`src/rtl/buf_lease_pkg.sv`:
```
// Shared types and sizing for the buffer lease client.
// Holds buffer count, address width, FSM states and the lease record.
package buf_lease_pkg;
  localparam int NBUF    = 16;
  localparam int ADDR_W  = 4;
  // Stamp storage width; the client's TS_W must not exceed it.
  localparam int STAMP_W = 8;
  localparam logic [ADDR_W:0] NBUF_CNT = (ADDR_W+1)'(NBUF);

  typedef enum logic [1:0] {
    IDLE,
    WAIT,
    RETRY
  } state_e;

  typedef struct packed {
    logic [ADDR_W-1:0]  tag;
    logic [STAMP_W-1:0] stamp;
  } lease_t;
endpackage

```
`src/rtl/buf_lease_fifo.sv`:
```
// NBUF-deep FIFO of lease records, oldest entry readable combinationally.
// Ports: i_push/i_din write, i_pop drops head, o_head/o_full/o_empty/o_count.
module buf_lease_fifo
  import buf_lease_pkg::*;
(
  input  logic            clock,
  input  logic            reset_n,
  input  logic            i_push,
  input  lease_t          i_din,
  input  logic            i_pop,
  output lease_t          o_head,
  output logic            o_full,
  output logic            o_empty,
  output logic [ADDR_W:0] o_count
);

  lease_t            r_mem [NBUF];
  logic [ADDR_W-1:0] r_wptr;
  logic [ADDR_W-1:0] r_rptr;
  logic [ADDR_W:0]   r_count;

  always_ff @(posedge clock or negedge reset_n) begin
    if (!reset_n) begin
      r_wptr  <= '0;
      r_rptr  <= '0;
      r_count <= '0;
    end else begin
      if (i_push)
        r_wptr <= r_wptr + ADDR_W'(1);
      if (i_pop)
        r_rptr <= r_rptr + ADDR_W'(1);
      if (i_push && !i_pop)
        r_count <= r_count + (ADDR_W+1)'(1);
      else if (i_pop && !i_push)
        r_count <= r_count - (ADDR_W+1)'(1);
    end
  end

  // Storage needs no reset: occupancy gates every read.
  always_ff @(posedge clock) begin
    if (i_push)
      r_mem[r_wptr] <= i_din;
  end

  assign o_head  = r_mem[r_rptr];
  assign o_full  = (r_count == NBUF_CNT);
  assign o_empty = (r_count == '0);
  assign o_count = r_count;

endmodule

```
`src/rtl/buf_lease_client.sv`:
```
// Requester side of the buffer allocator: requests, retries, leases, frees.
// Ports: req_* user side, alloc_raw/nack/alloc_addr and free_* to allocator,
// grant_*/req_fail results, leased occupancy. BUF_LEASE_CHECK_EN adds
// shadow busy tracking, assertions and the sticky lease_err output.
module buf_lease_client
  import buf_lease_pkg::*;
#(
  parameter int HOLD      = 8,
  parameter int TS_W      = 8,
  parameter int MAX_RETRY = 3
) (
  input  logic              clock,
  input  logic              reset_n,
  input  logic              req_valid,
  output logic              req_ready,
  output logic              grant_valid,
  output logic [ADDR_W-1:0] grant_tag,
  output logic              req_fail,
  output logic              alloc_raw,
  input  logic              nack,
  input  logic [ADDR_W-1:0] alloc_addr,
  output logic              free_raw,
  output logic [ADDR_W-1:0] free_addr_raw,
  output logic [ADDR_W:0]   leased
`ifdef BUF_LEASE_CHECK_EN
  ,
  output logic              lease_err
`endif
);

  localparam logic [STAMP_W-1:0] TS_MASK  = STAMP_W'((1 << TS_W) - 1);
  localparam logic [STAMP_W-1:0] HOLD_TS  = STAMP_W'(HOLD);
  localparam logic [7:0]         RETRY_LM = 8'(MAX_RETRY - 1);

  state_e            r_state;
  state_e            w_state_nx;
  logic [7:0]        r_retry;
  logic [7:0]        w_retry_nx;
  logic [TS_W-1:0]   r_ts;
  logic [ADDR_W-1:0] r_free_addr;
  logic              w_push;
  logic              w_expire;
  logic              w_full;
  logic              w_empty;
  lease_t            w_head;
  lease_t            w_din;
  logic [STAMP_W-1:0] w_age;

  assign w_din.tag   = alloc_addr;
  assign w_din.stamp = STAMP_W'(r_ts);

  buf_lease_fifo u_fifo (
    .clock   (clock),
    .reset_n (reset_n),
    .i_push  (w_push),
    .i_din   (w_din),
    .i_pop   (w_expire),
    .o_head  (w_head),
    .o_full  (w_full),
    .o_empty (w_empty),
    .o_count (leased)
  );

  // Age is taken modulo 2^TS_W so the counter may wrap freely.
  assign w_age    = (STAMP_W'(r_ts) - w_head.stamp) & TS_MASK;
  assign w_expire = !w_empty && (w_age >= HOLD_TS);

  assign free_raw      = w_expire;
  assign free_addr_raw = w_expire ? w_head.tag : r_free_addr;
  assign grant_tag     = grant_valid ? alloc_addr : '0;

  always_ff @(posedge clock or negedge reset_n) begin
    if (!reset_n) begin
      r_state     <= IDLE;
      r_retry     <= '0;
      r_ts        <= '0;
      r_free_addr <= '0;
    end else begin
      r_state <= w_state_nx;
      r_retry <= w_retry_nx;
      r_ts    <= r_ts + TS_W'(1);
      if (w_expire)
        r_free_addr <= w_head.tag;
    end
  end

  always_comb begin
    w_state_nx  = r_state;
    w_retry_nx  = r_retry;
    req_ready   = 1'b0;
    alloc_raw   = 1'b0;
    grant_valid = 1'b0;
    req_fail    = 1'b0;
    w_push      = 1'b0;
    unique case (r_state)
      IDLE: begin
        // Gated by reset so every output reads 0 while reset is held.
        req_ready = reset_n && !w_full;
        if (req_valid && req_ready) begin
          alloc_raw  = 1'b1;
          w_state_nx = WAIT;
        end
      end
      WAIT: begin
        if (!nack) begin
          w_push      = 1'b1;
          grant_valid = 1'b1;
          w_retry_nx  = '0;
          w_state_nx  = IDLE;
        end else if (r_retry < RETRY_LM) begin
          w_retry_nx = r_retry + 8'd1;
          w_state_nx = RETRY;
        end else begin
          req_fail   = 1'b1;
          w_retry_nx = '0;
          w_state_nx = IDLE;
        end
      end
      RETRY: begin
        alloc_raw  = 1'b1;
        w_state_nx = WAIT;
      end
      default: w_state_nx = IDLE;
    endcase
  end

`ifdef BUF_LEASE_CHECK_EN
  logic [NBUF-1:0] r_shadow;
  logic            r_err;
  logic            w_dup;
  logic            w_badnack;
  logic            w_over;

  assign w_dup     = w_push && r_shadow[alloc_addr];
  assign w_badnack = (r_state == WAIT) && nack && (leased < NBUF_CNT);
  assign w_over    = (leased > NBUF_CNT);
  assign lease_err = r_err;

  always_ff @(posedge clock or negedge reset_n) begin
    if (!reset_n) begin
      r_shadow <= '0;
      r_err    <= 1'b0;
    end else begin
      if (w_expire)
        r_shadow[w_head.tag] <= 1'b0;
      if (w_push)
        r_shadow[alloc_addr] <= 1'b1;
      r_err <= r_err || w_dup || w_badnack || w_over;
    end
  end

  always @(posedge clock) begin
    if (reset_n) begin
      assert (!w_dup) else $error("lease: duplicate grant tag");
      assert (!w_badnack) else $error("lease: nack while not full");
      assert (!w_over) else $error("lease: occupancy overflow");
    end
  end
`endif

endmodule

```
`config.mk`:
```
export PLATFORM = sky130hd
export DESIGN_NAME = buf_lease_client
export DESIGN_NICKNAME = d
export VERILOG_FILES = /design/src/rtl/buf_lease_pkg.sv /design/src/rtl/buf_lease_fifo.sv /design/src/rtl/buf_lease_client.sv
export SDC_FILE = /design/constraint.sdc
export NUM_CORES = 1
export LEC_CHECK = 0
export ABC_AREA = 0
export CAP_MARGIN = 20
export CORE_AREA = 2 2 198 200
export CTS_CLUSTER_SIZE = 20
export DETAILED_ROUTE_END_ITERATION = 10
export DIE_AREA = 0 0 200 202
export PLACE_DENSITY = 0.39
export SLEW_MARGIN = 20
export SYNTH_ARGS = -nofsm -noshare
export SYNTH_HDL_FRONTEND = slang
export SYNTH_SLANG_ARGS = --single-unit
```
`constraint.sdc`:
```
create_clock -name clock -period 6.9 [get_ports clock]
set_input_delay 1.035 -clock clock [delete_from_list [all_inputs] [get_ports clock]]
set_output_delay 1.035 -clock clock [all_outputs]
set_load 0.05 [all_outputs]
```
==> metrics.yaml, run 1 <==
global_routing:
  antenna_found_initial: 0
  grt_usage_pct: 11.54
  grt_pass1_wl_mm: 33.91
  grt_overflow: 0
  grt_pass1_vias: 5064
  grt_max_degree: 40
route:
  dr.pass1.iters: 4
  dr_total_vias: 4665
  routed_wl_mm: 22.72
  vias_per_cell: 4.336
  wl_met1_mm: 10.38
  route.met3.wl_um: 704
  drc_errors: 0
  wl_met2_mm: 11.24
  wire_per_inst_um: 21.12
  drt_iter0_drc: 377
  highest_layer: "met4"
  ant_nets: 0
sta:
  slew_headroom_pct: 29.68
  rsz0062_at_grt: "false"
  fmax_ghz: 0.1544
  layout_worst_path_cycle_share_pct: 93.86
  tns_ps: 0
  finalCriticalPeriod_ps: 6476
  clock-skew-final_ps: 17.14
  hold_viol_final: 0
  fin_hold_ws_ps: 444.8
  slew_viol_final: 0
  worst_slack_ps: 423.8
  tightest_slew_ps: 1055
  setup_viol: 0
clock_network:
  cts.sinks: 227
  ctsResizeCount: 0
  cts_made_buffers: 26
  clk_path_buf_depth: 3
  htree_num_levels: 1
  clk_pin_slew_worst_paths_ps: 60
  clock_latency_ps: 530
  cts_setup_buffers: 0
  cts-hold-fix-buffers: 0
  cts_tree: "yes"
  cts-root-buf: "clkbuf_16"
layout:
  post-route-util_pct: 29.03
  syn_to_final_growth_pct: 17.58
  final_common_cell: "edfxtp_1"
  fin_area_um2: 11120
  final_cell_mix: "edfxtp_1 (192), mux4_2 (59), dfrtp_1 (33)"
  fin_nets: 569
  drive_gt1_share_pct: 20.79
  num_antenna_cells: 0
yosys:
  netlist_area_um2: 9454
  yosysWarnings: 0
  syn_nets: 533
  synth-edff-count: 192
  yosysTopAreaCellShare_pct: 60.98
  synthArstFlopShare_pct: 15.42
  yosysTopAreaCell: "edfxtp_1"
  synthCells: 505
  yosysUniqueCellTypes: 53
  synth_ff_type: "edfxtp_1"
  ys_seq_elements: 227
  synthTopCellsByArea: "edfxtp_1 (61%), mux4_2 (14%), dfrtp_1 (9.3%), ha_1 (2.4%), and2_1 (1.9%)"
  avgSynthCellArea_um2: 18.72
  ys_seq_area_share_pct: 70.25
critical_path:
  r2r_end: "u_fifo.o_count[4]"
  crit_arrival_ps: 5440
  cp_max_fo: 39
  r2r-start: "u_fifo.r_rptr[0]"
  cp-end-kind: "primary output"
  reg2reg_depth: 17
  startpoint_type: "register"
  required_ps: 5860
  critPathKind: "register to primary output"
  reg2reg_setup_slack_ps: 1520
floorplan:
  die_h_um: 202
  core_area_um2: 38290
  die_area_um2: 40400
  rows: 72
  start_util_pct: 24.69
  pin_count: 26
  die_x_um: 200
placed_design:
  dpl.hpwl_mm: 13.14
  dp_slack_ps: 950.4
  place_area_um2: 10280
  place.gp.congestion: 0.7279
  io_buffers: 25
outcome:
  status: "finished clean"
power_and_ir_drop:
  cellLeakagePower_nw: 3.726
  ir_drop_v: 0.0001500
  powerDensity_nw_per_um2: 406.7
job:
  cap_violations: 0
min_path:
  min_path_type: "input port to asynchronous set/reset pin"
[registers in the layout, summed over array words and instances, names as in the netlist]
| name | cells |
|---|---|
| u_fifo.r_mem | 192 |
| r_retry | 8 |
| r_ts | 8 |
| u_fifo.o_count | 5 |
| r_free_addr | 4 |
| u_fifo.r_rptr | 4 |
| u_fifo.r_wptr | 4 |
| r_state | 2 |
[synthesized netlist by cell type (all sizes together), types with 2 or more instances]
master / instances
a211oi: 3
a21o: 4
a21oi: 8
a22o: 2
a2bb2oi: 2
a31oi: 5
and2: 29
and3: 3
buf: 10
clkbuf: 12
dfrtp: 35
edfxtp: 192
fa: 2
ha: 18
inv: 13
mux2: 2
mux4: 59
nand2: 21
nand2b: 7
nand3: 6
nand4: 6
nor2: 9
nor3: 4
nor4: 3
o211ai: 7
o21a: 4
o21ai: 8
o22ai: 2
or3: 3
xnor2: 10
xor2: 5
[worst max-delay path, cell delays in order (launching register included)]
cell and delay [ps]:
dfrtp_4 980, mux4_2 610, mux4_2 490, inv_1 70
ha_1 290, o21a_1 220, or3_1 300, a221o_1 330
a21oi_2 370, nand2_1 120, o211ai_1 250, clkdlybuf4s50_1 860
[layer usage]
metal / vias up / global-route usage, %
li1: 2090 / -
met1: 2486 / 15.74
met2: 57 / 19.25
met3: 32 / 1.669
met4: 0 / 2.989
met5: - / 0
[logic make-up (layout without fill, tap and decap cells)]
kind of cell,count (synthesis),in the layout,share of synthesized area [%]
muxes,62,62,14.40
DFF,227,227,70.25
AOI/OAI and AO/OA,49,49,3.706
xor gates and xnor gates,15,15,1.390
adders and majority gates,20,20,2.806
and+or+nand+nor,97,97,5.757
buffers and inverters,35,88,1.694
[power by group]
group	leakage [nW]	internal (W)	total (W)	switching (W)
Clock	0.412	0.000818	0.00136	0.000539
Combinational	1.09	0.000626	0.00142	0.000790
Sequential	2.22	0.00157	0.00175	0.000181
Total	3.73	0.00301	0.00452	0.00151
[worst max path at each step]
| stage | endpoint | cells after the start | startpoint |
|---|---|---|---|
| 3_5_place_dp | free_addr_raw[3] | 11 | u_fifo.r_rptr[0] |
| 2_1_floorplan | free_addr_raw[0] | 13 | u_fifo.r_rptr[0] |
| 4_1_cts | free_addr_raw[3] | 11 | u_fifo.r_rptr[0] |
| 3_3_place_gp | free_addr_raw[3] | 11 | u_fifo.r_rptr[0] |
| 5_1_grt | free_addr_raw[3] | 11 | u_fifo.r_rptr[0] |
| 6_report | free_addr_raw[3] | 11 | u_fifo.r_rptr[0] |
[metrics by stage]
step                      std cells  total power [W]
final                          1076         0.004521
after global routing           1076         0.004764
after CTS                      1076         0.004588
after detailed placement       1031         0.003222
after global placement         1031         0.003200
after floorplan                 505         0.002797
[area by class of cell]
class	count	area, µm²
fill	3757	27170
sequential	227	6646
multi-input combinational	243	2656
clock buffer	30	686.9
tap	518	648.1
timing repair buffer	30	282.8
clock inverter	15	146.4
inverter	13	48.80
Note: power is estimated with default switching activity, not from simulation.
==> inputs of run 2 (changes only) <==
--- a/config.mk
+++ b/config.mk
@@ -7,11 +7,13 @@
 export LEC_CHECK = 0
 export ABC_AREA = 0
 export CAP_MARGIN = 20
+export CELL_PAD_IN_SITES_DETAIL_PLACEMENT = 0
+export CELL_PAD_IN_SITES_GLOBAL_PLACEMENT = 1
 export CORE_AREA = 2 2 198 200
 export CTS_CLUSTER_SIZE = 20
 export DETAILED_ROUTE_END_ITERATION = 10
 export DIE_AREA = 0 0 200 202
-export PLACE_DENSITY = 0.39
+export PLACE_DENSITY = 0.43
 export SLEW_MARGIN = 20
 export SYNTH_ARGS = -nofsm -noshare
 export SYNTH_HDL_FRONTEND = slang
==> run 2 against run 1 <==
Non-clock buffer count rose by 1. Global-route usage is 0.16 points lower. Clock power about the same. Worst setup slack better by 260 ps. Largest cell class unchanged.
==> metrics.yaml, run 2 (synthesis results as in run 1) <==
floorplan:
  pin_count: 26  # unchanged
  die_area_um2: 40400  # unchanged
  core_area_um2: 38290  # unchanged
  rows: 72  # unchanged
  start_util_pct: 24.69  # unchanged
  die_h_um: 202  # unchanged
  die_x_um: 200  # unchanged
sta:
  slew_viol_final: 0  # unchanged
  clock-skew-final_ps: 9.293  # was 17.14 ps
  slew_headroom_pct: 27.15  # was 29.68%
  tns_ps: 0  # unchanged
  rsz0062_at_grt: "false"  # unchanged
  hold_viol_final: 0  # unchanged
  finalCriticalPeriod_ps: 6215  # was 6476 ps
  fmax_ghz: 0.1609  # was 0.1544 GHz
  layout_worst_path_cycle_share_pct: 90.08  # was 93.86%
  setup_viol: 0  # unchanged
  tightest_slew_ps: 1093  # was 1055 ps
critical_path:
  cp-end-kind: "primary output"  # unchanged
  cp_max_fo: 29  # was 39
  required_ps: 5860  # about the same
  reg2reg_setup_slack_ps: 1760  # was 1520 ps
  crit_arrival_ps: 5180  # was 5440 ps
  startpoint_type: "register"  # unchanged
  critPathKind: "register to primary output"  # unchanged
clock_network:
  htree_num_levels: 1  # unchanged
  clk_pin_slew_worst_paths_ps: 60  # about the same
  cts-root-buf: "clkbuf_16"  # unchanged
  cts_made_buffers: 26  # unchanged
  ctsResizeCount: 0  # unchanged
  cts_tree: "yes"  # unchanged
  cts-hold-fix-buffers: 0  # unchanged
  cts_setup_buffers: 0  # unchanged
  clk_path_buf_depth: 3  # unchanged
  clock_latency_ps: 520  # was 530 ps
  cts.sinks: 227  # unchanged
layout:
  fin_nets: 570  # was 569
  drive_gt1_share_pct: 20.82  # was 20.79%
  multi_input_area_um2: 2653  # was 2656 µm²
  top_regs: "u_fifo.r_mem x192, r_retry x8, r_ts x8"  # unchanged
  largest_reg_flops: 192  # unchanged
  nFillCells: 3752  # was 3757
  final_common_cell: "edfxtp_1"  # unchanged
  final_cell_mix: "edfxtp_1 (192), mux4_2 (59), dfrtp_1 (33)"  # unchanged
  num_antenna_cells: 0  # unchanged
  seq_area_um2: 6646  # unchanged
  regMostFlops: "u_fifo.r_mem"  # unchanged
  syn_to_final_growth_pct: 17.87  # was 17.58%
route:
  dr_total_vias: 4711  # was 4665
  dr.pass1.iters: 4  # unchanged
  routed_wl_mm: 22.59  # was 22.72 mm
  drc_errors: 0  # unchanged
  vias_per_cell: 4.362  # was 4.336
  ant_nets: 0  # unchanged
  drt_iter0_drc: 403  # was 377
  wire_per_inst_um: 20.92  # was 21.12 µm
placed_design:
  dpl.hpwl_mm: 13.07  # was 13.14 mm
  io_buffers: 25  # unchanged
  place.gp.congestion: 0.7292  # was 0.7279
power_and_ir_drop:
  ir_drop_v: 0.0002085  # was 0.0001500 V
  powerDensity_nw_per_um2: 407.8  # was 406.7 nW/µm²
  cellLeakagePower_nw: 3.731  # was 3.726 nW
  power_w: 0.004544  # was 0.004521 W
min_path:
  min_path_type: "input port to asynchronous set/reset pin"  # unchanged
global_routing:
  antenna_found_initial: 0  # unchanged
  grt_pass1_vias: 4967  # was 5064
  grt_overflow: 0  # unchanged
  grt_max_degree: 30  # was 40
  grt_usage_pct: 11.38  # was 11.54%
  grt_pass1_wl_mm: 32.95  # was 33.91 mm
outcome:
  status: "finished clean"  # unchanged
job:
  cap_violations: 0  # unchanged
==> run 2: cell count changes in the layout (fill, tap and decap cells not counted), moves of 2 or more <==
cell / previous run / this run
clkinv_4: 0 / 2
and2_2: 3 / 0
and2_1: 26 / 29
clkinv_1: 6 / 3
clkinvlp_4: 0 / 2
clkbuf_1: 3 / 6
==> run 2: cell type report <==
class	count	area share (%)
clock inverter	15	1.426
sequential	227	59.65
inverter	13	0.4379
tap	518	5.816
timing repair buffer	31	2.605
clock buffer	33	6.265
multi-input combinational	243	23.80
==> run 2: per-layer routing <==
metal	wire, µm	track usage (%)	vias up
met5	0	0	-
met4	469	2.963	0
met3	803	1.936	34
met2	11550	19.63	75
met1	9768	14.76	2503
li1	-	-	2099
==> run 2: final timing paths <==
kind | start | depth (start not counted) | to
setup / recovery | u_fifo.r_rptr[0] | 11 | free_addr_raw[1]
hold / removal | reset_n | 1 | u_fifo.r_wptr[0]
setup reg to reg | u_fifo.r_rptr[0] | 17 | u_fifo.o_count[4]
hold reg to reg | r_retry[6] | 1 | r_retry[6]
max in group asynchronous | reset_n | 2 | u_fifo.r_rptr[0]
min in group clock | r_retry[6] | 1 | r_retry[6]
==> run 2: through the flow <==
stage	instances	cell area (µm²)	worst slack (ps)	hold slack, ps	util, %
6_report	1080	11140	684.5	403.1	29.10
5_1_grt	1080	11140	348.2	400.9	29.10
4_1_cts	1080	11140	532.8	384.6	29.10
3_5_place_dp	1032	10290	1109	472.0	26.87
3_3_place_gp	1032	10290	1223	469.5	26.87
2_1_floorplan	505	9454	1610	450.6	-
==> run 2: report_power, final <==
group / switching (W) / total (W) / internal, W
combinational: 0.000817 / 0.00145 / 0.000630
sequential: 0.000155 / 0.00172 / 0.00157
clock: 0.000546 / 0.00137 / 0.000828
==> run 2: critical path, stage by stage, from the launching register on <==
cell	delay, ps
dfrtp_4	840
mux4_2	590
mux4_2	480
inv_1	70
ha_1	290
o21a_1	220
or3_1	300
a221o_1	320
a21oi_2	350
nand2_1	100
o211ai_1	230
clkdlybuf4s50_1	850
